$ cat src/rtl/loader_sequencer.sv
// ---------------------------------------------------------------------------
// loader_sequencer
//
// Purpose:
//    Takes a configuration-load command (target region, start offset, word
//    count) and then streams that many data words, one at a time, to a
//    downstream configuration loader. Each word is presented on ADDRESS /
//    DATA_OUT and qualified by a SELECT_LEVEL strobe that stays high for
//    STROBE_CYCLES cycles, followed by GAP_CYCLES low cycles before the next
//    word is requested. The word offset advances by one per word and wraps
//    inside the region. The region field never changes during a command.
//
//    Regions: 0..NB_SLAVES-1 are BLE slaves, NB_SLAVES is DMSB,
//    NB_SLAVES+1 is UMSB and NB_SLAVES+2 is DMSBOUT. Any higher region code,
//    or a zero word count, is rejected with a one-cycle ERR pulse.
//
// Ports:
//    CLK           sole clock, rising edge
//    RESET         synchronous, active-high reset
//    CMD_VALID     command present
//    CMD_READY     high only while idle; command taken on VALID & READY
//    CMD_REGION    target region code (REGION_W bits)
//    CMD_OFFSET    start word offset within the region (OFFSET_W bits)
//    CMD_COUNT     number of words to load (OFFSET_W+1 bits)
//    DIN_VALID     data word present
//    DIN_READY     high only while waiting for the next data word
//    DIN           data word (DATA_SIZE bits)
//    ABORT         drop the current command (ignored while idle)
//    SELECT_LEVEL  load strobe level towards the downstream loader
//    ADDRESS       {region, offset} of the current word
//    DATA_OUT      current word
//    BUSY          high whenever a command is in progress
//    DONE          one-cycle pulse after the last word's gap
//    ERR           one-cycle pulse when a command is rejected
//
// All outputs are registered.
// ---------------------------------------------------------------------------
module loader_sequencer #(
   parameter int ADDRESS_SIZE  = 10,
   parameter int DATA_SIZE     = 8,
   parameter int NB_SLAVES     = 4,
   parameter int STROBE_CYCLES = 2,
   parameter int GAP_CYCLES    = 1,
   localparam int REGION_W     = $clog2(NB_SLAVES + 2),
   localparam int OFFSET_W     = ADDRESS_SIZE - REGION_W
) (
   input  logic                    CLK,
   input  logic                    RESET,
   input  logic                    CMD_VALID,
   output logic                    CMD_READY,
   input  logic [REGION_W-1:0]     CMD_REGION,
   input  logic [OFFSET_W-1:0]     CMD_OFFSET,
   input  logic [OFFSET_W:0]       CMD_COUNT,
   input  logic                    DIN_VALID,
   output logic                    DIN_READY,
   input  logic [DATA_SIZE-1:0]    DIN,
   input  logic                    ABORT,
   output logic                    SELECT_LEVEL,
   output logic [ADDRESS_SIZE-1:0] ADDRESS,
   output logic [DATA_SIZE-1:0]    DATA_OUT,
   output logic                    BUSY,
   output logic                    DONE,
   output logic                    ERR
);

   // ------------------------------------------------------------------------
   // State encoding
   // ------------------------------------------------------------------------
   localparam logic [1:0] ST_IDLE      = 2'd0;
   localparam logic [1:0] ST_WAIT_DATA = 2'd1;
   localparam logic [1:0] ST_STROBE    = 2'd2;
   localparam logic [1:0] ST_GAP       = 2'd3;

   // Phase counter reload values: the counter runs down to zero, so a phase
   // of N cycles is loaded with N-1.
   localparam logic [3:0] STROBE_LAST = 4'(STROBE_CYCLES - 1);
   localparam logic [3:0] GAP_LAST    = 4'(GAP_CYCLES - 1);

   localparam logic [OFFSET_W-1:0] OFFSET_ONE = OFFSET_W'(1);
   localparam logic [OFFSET_W:0]   COUNT_ONE  = (OFFSET_W + 1)'(1);

   // Highest region code that addresses a real target (DMSBOUT).
   localparam int REGION_MAX = NB_SLAVES + 2;

   // ------------------------------------------------------------------------
   // Registers
   // ------------------------------------------------------------------------
   logic [1:0]            state;
   logic [3:0]            phase_cnt;
   logic [OFFSET_W:0]     remaining;
   logic [REGION_W-1:0]   region_q;
   logic [OFFSET_W-1:0]   offset_q;

   // ------------------------------------------------------------------------
   // Decode helpers
   // ------------------------------------------------------------------------
   logic                  cmd_accept;
   logic                  cmd_bad;
   logic                  word_accept;
   logic                  phase_done;
   logic                  last_word;
   logic                  abort_now;
   logic [OFFSET_W-1:0]   offset_next;

   // Qualify the two handshakes with the registered READY flags so that a
   // transfer happens exactly when the outside world sees VALID & READY.
   // The offset wraps naturally at OFFSET_W bits, which keeps the region
   // field of ADDRESS untouched when a load runs past the end of a region.
   always_comb begin
      cmd_accept  = CMD_VALID && CMD_READY;
      cmd_bad     = (int'(CMD_REGION) > REGION_MAX) || (CMD_COUNT == '0);
      word_accept = DIN_VALID && DIN_READY;
      phase_done  = (phase_cnt == '0);
      last_word   = (remaining == COUNT_ONE);
      abort_now   = ABORT && (state != ST_IDLE);
      offset_next = offset_q + OFFSET_ONE;
   end

   // ------------------------------------------------------------------------
   // Main sequencer
   //
   // Reset clears everything, including the command handshake, so CMD_READY
   // only rises on the first edge after reset is released. ABORT outranks
   // any handshake in the same cycle but leaves ADDRESS/DATA_OUT holding the
   // last presented word. DONE and ERR default low so they only ever pulse
   // for one cycle.
   // ------------------------------------------------------------------------
   always_ff @(posedge CLK) begin
      if (RESET) begin
         state        <= ST_IDLE;
         phase_cnt    <= '0;
         remaining    <= '0;
         region_q     <= '0;
         offset_q     <= '0;
         CMD_READY    <= 1'b0;
         DIN_READY    <= 1'b0;
         SELECT_LEVEL <= 1'b0;
         ADDRESS      <= '0;
         DATA_OUT     <= '0;
         BUSY         <= 1'b0;
         DONE         <= 1'b0;
         ERR          <= 1'b0;
      end else begin
         DONE <= 1'b0;
         ERR  <= 1'b0;

         if (abort_now) begin
            state        <= ST_IDLE;
            phase_cnt    <= '0;
            remaining    <= '0;
            CMD_READY    <= 1'b1;
            DIN_READY    <= 1'b0;
            SELECT_LEVEL <= 1'b0;
            BUSY         <= 1'b0;
         end else begin
            case (state)
               ST_IDLE: begin
                  CMD_READY <= 1'b1;
                  if (cmd_accept) begin
                     if (cmd_bad) begin
                        ERR <= 1'b1;
                     end else begin
                        region_q  <= CMD_REGION;
                        offset_q  <= CMD_OFFSET;
                        remaining <= CMD_COUNT;
                        ADDRESS   <= {CMD_REGION, CMD_OFFSET};
                        CMD_READY <= 1'b0;
                        DIN_READY <= 1'b1;
                        BUSY      <= 1'b1;
                        state     <= ST_WAIT_DATA;
                     end
                  end
               end

               ST_WAIT_DATA: begin
                  if (word_accept) begin
                     DATA_OUT     <= DIN;
                     SELECT_LEVEL <= 1'b1;
                     DIN_READY    <= 1'b0;
                     phase_cnt    <= STROBE_LAST;
                     state        <= ST_STROBE;
                  end
               end

               ST_STROBE: begin
                  if (phase_done) begin
                     SELECT_LEVEL <= 1'b0;
                     phase_cnt    <= GAP_LAST;
                     state        <= ST_GAP;
                  end else begin
                     phase_cnt <= phase_cnt - 4'd1;
                  end
               end

               ST_GAP: begin
                  if (phase_done) begin
                     remaining <= remaining - COUNT_ONE;
                     if (last_word) begin
                        DONE      <= 1'b1;
                        BUSY      <= 1'b0;
                        CMD_READY <= 1'b1;
                        state     <= ST_IDLE;
                     end else begin
                        offset_q  <= offset_next;
                        ADDRESS   <= {region_q, offset_next};
                        DIN_READY <= 1'b1;
                        state     <= ST_WAIT_DATA;
                     end
                  end else begin
                     phase_cnt <= phase_cnt - 4'd1;
                  end
               end

               default: begin
                  state        <= ST_IDLE;
                  CMD_READY    <= 1'b1;
                  DIN_READY    <= 1'b0;
                  SELECT_LEVEL <= 1'b0;
                  BUSY         <= 1'b0;
               end
            endcase
         end
      end
   end

endmodule

$ cat config.mk
export PLATFORM = sky130hd
export DESIGN_NAME = loader_sequencer
export DESIGN_NICKNAME = d
export VERILOG_FILES = /design/src/rtl/loader_sequencer.sv
export SDC_FILE = /design/constraint.sdc
export NUM_CORES = 1
export LEC_CHECK = 0
export BUFFER_PORTS_ARGS = -buffer_cell sky130_fd_sc_hd__buf_2
export CORE_MARGIN = 10
export CORE_UTILIZATION = 45
export CTS_CLUSTER_SIZE = 40
export DETAILED_ROUTE_END_ITERATION = 6
export GPL_TIMING_DRIVEN = 0
export HOLD_SLACK_MARGIN = 0.15
export PLACE_DENSITY = 0.78
export SYNTH_ARGS = -nofsm -noshare
export SYNTH_HDL_FRONTEND = slang
export SYNTH_SLANG_ARGS = --single-unit
$ cat constraint.sdc
create_clock -name CLK -period 3.7 [get_ports CLK]
set_clock_uncertainty 0.1 [all_clocks]
set_input_delay 0.185 -clock CLK [delete_from_list [all_inputs] [get_ports CLK]]
set_output_delay 0.185 -clock CLK [all_outputs]
set_load 0.1 [all_outputs]
==> flow_summary.toml <==
[status]
status = "completed"

[floorplan]
design.die.area_um2 = 8370
die_w_um = 91.49
die_y_um = 91.49
ios = 55
rows = 25
initial_core_util = 0.4743
core_region_area_um2 = 4848

[power_and_ir_drop]
power_density_nw_per_um2 = 806.9
p_leak_nw = 1.176
ir_worst_vdd_mv = 0.4808
total_power_mw = 2.359

[sta]
finalMaxSlewViolations = 0
worst_pin_slew_ps = 689.2
slew_headroom = 0.5388
hold_viol = 0
finalCritPeriodShare = 0.6652
fin_crit_ps = 2461
setup-tns-final_ps = 0
rsz0062_at_grt = "false"
finalSetupViolCount = 0
clock.fmax_mhz = 406.3

[synthesis]
synth_top_area_cell = "dfxtp_1"
synth_edf_count = 0
synth_area_um2 = 2300
synth-seq-cells = 41
syn_inst = 273
postSynth.asyncResetShare = 0
synthFlopType = "dfxtp_1"
synthTopCellsByArea = "dfxtp_1 36%, mux2i_1 8.3%, a21oi_1 5.2%"
ys_types = 53
syn_avg_cell_area_um2 = 8.424
yosysTopAreaCellShare = 0.3569
syn-num-nets = 313
ys_warn_count = 0
seq_area_frac_synth = 0.3569

[routing]
remaining_drc_errors = 0
dr.pass1.iters = 5
wl_per_cell_um = 15.92
drt-initial-drc-count = 205
viasPerCell = 5.640
vias = 2352
antenna_left = 0
wirelength_um = 6637

[setup_path]
cp.arrival_ps = 2530
path_delay_family = "simple AND/OR/NAND/NOR gates"
crit_start = "state[0]$_SDFFE_PP0P_"
critPathMaxStageDelay_ps = 430
crit_type = "flop to flop"
crit_chain = "inv_1 -> ha_1 -> nand3b_1 -> a211o_1 -> and2_1 -> nor3_2 -> a211oi_1"
slowest_stage = "nor3_2"
worstSetupEndpointType = "flop"
path_buf_inv = 1
start_kind = "flop"
regToRegStartpoint = "state[0]$_SDFFE_PP0P_"
cp_max_fo = 6
crit_required_ps = 3770

[placement]
hpwl_um = 4837
gp_congestion = 0.8810
port_buffers = 53

[hold_path]
min_from = "CMD_COUNT[0]"
worstHoldPathType = "input pin to flop"

[global_routing]
grtUsageMet3 = 0.05350
grt.busiest_layer = "met2"
antenna_found_initial = 0
grt_max_degree = 15
track_usage = 0.1576
grt_pass1_wl_um = 11150
use_met2 = 0.2636
grt_pass1_vias = 2371
grt_remaining_overflow = 0
grt_use_met1 = 0.1844

[clock_tree]
clk_pin_slew_ps = 80
cts_tree = "done"
clock_path_buffers = 2
cts_root_buf = "clkbuf_8"
cts_resized = 0
h-tree-depth = 2
clk_latency_ps = 310
cts_sinks = 41
cts_buffers = 5

[cells_and_area]
antenna_cells = 0
drive_gt1_frac = 0.2314
areaGrowthSynthToFinish_pct = 27.15
num-nets-final = 389

[job]
drv_cap = 0
[per-layer routing]
layer  vias up  part of all wire  routed length (µm)
met5         -                 0                   0
met4         0             0.012                  80
met3         5             0.085                 566
met2        99              0.48                3184
met1      1102              0.42                2806
li1       1146                 -                   -
[synthesized netlist by cell type (all sizes together) (2+ instances only)]
library cell and number:
nand2 26, nor3b 2, and3 3, inv 11
nor2 33, o22ai 2, mux2i 19, nand3 9
a32o 5, o21ai 13, or2 5, a21oi 25
a311oi 3, dfxtp 41, o32ai 2, nand3b 2
nor3 8, clkbuf 9, nor4 5, ha 9
a211oi 8, or3 2, nor2b 4, buf 3
a31oi 2, o31a 2, o31ai 3, a21o 2
a21boi 2
[final timing paths]
path                                                   to  slack, ps  cells after the start
worst max-delay path              ADDRESS[8]$_SDFFE_PP0P_       1240                      7
worst min-delay path            remaining[0]$_SDFFE_PP0P_        170                      4
worst max register to register    ADDRESS[8]$_SDFFE_PP0P_       1240                      7
worst min register to register  SELECT_LEVEL$_SDFFE_PP0P_        400                      2
[placed cells by master, fill, tap and decap left out, types with 3 or more instances in the layout]
cell,instances
a32o_1,5
mux2i_1,19
nor2b_1,4
ha_1,9
nand2_1,26
clkbuf_1,9
nor3_1,7
o21ai_0,8
and3_1,3
a311oi_1,3
dfxtp_1,41
dlygate4sd3_1,16
a21oi_1,24
nor4_1,3
or2_2,3
buf_2,54
nand3_1,9
o21ai_1,5
inv_1,11
nor2_1,31
a211oi_1,6
clkbuf_8,5
[where the power goes]
part           total [mW]  switching (mW)  internal (mW)
registers           0.658           0.111          0.548
clock network       0.376           0.174          0.202
logic                1.33           0.937          0.389
[logic make-up (layout without fill, tap and decap cells)]
group | count (synthesis) | count (layout) | share of synthesized area
fa+ha+maj | 9 | 9 | 0.04897
mux | 20 | 20 | 0.08759
compound gates | 75 | 75 | 0.2258
simple gates | 104 | 104 | 0.2372
flops | 41 | 41 | 0.3569
xor+xnor | 1 | 1 | 0.003809
buf+inv | 23 | 100 | 0.03971
[sequential cells by signal (all words and copies together), names as in the netlist]
name and count:
CMD_READY 1, ADDRESS 10, ERR 1, region_q 3
BUSY 1, state 2, phase_cnt 4, remaining 8
DONE 1, DATA_OUT 8, SELECT_LEVEL 1, DIN_READY 1
[cell type report]
cell class | count | area, µm²
inverter | 11 | 41.29
buffer | 12 | 50.05
clock inverter | 3 | 46.29
fill | 444 | 1924
tap | 67 | 83.83
multi-input combinational | 209 | 1388
timing repair buffer | 69 | 425.4
clock buffer | 5 | 68.82
sequential | 41 | 820.8
[worst min-delay path: stages]
cell and delay, ps:
buf_2 110, o2bb2ai_1 110, nand2_1 60, a21oi_1 50
[what timing repair did]
action	4_1_cts	5_1_grt
buffers inserted	0	0
setup endpoints to repair	0	0
hold buffers	16	0
hold endpoints to repair	17	0
[per-stage QoR]
| step | worst slack [ps] | cells | area (µm²) | utilization | hold slack [ps] |
|---|---|---|---|---|---|
| 3_5_place_dp | 1252 | 393 | 2649 | 0.5463 | 327.5 |
| 6_report | 1239 | 417 | 2924 | 0.6031 | 167.6 |
| 3_3_place_gp | 1281 | 393 | 2649 | 0.5463 | 318.8 |
| 2_1_floorplan | 1358 | 273 | 2300 | - | 232.2 |
| 5_1_grt | 1034 | 417 | 2924 | 0.6031 | 191.3 |
| 4_1_cts | 1229 | 417 | 2924 | 0.6031 | 162.6 |
(Power assumes the default switching activity.)
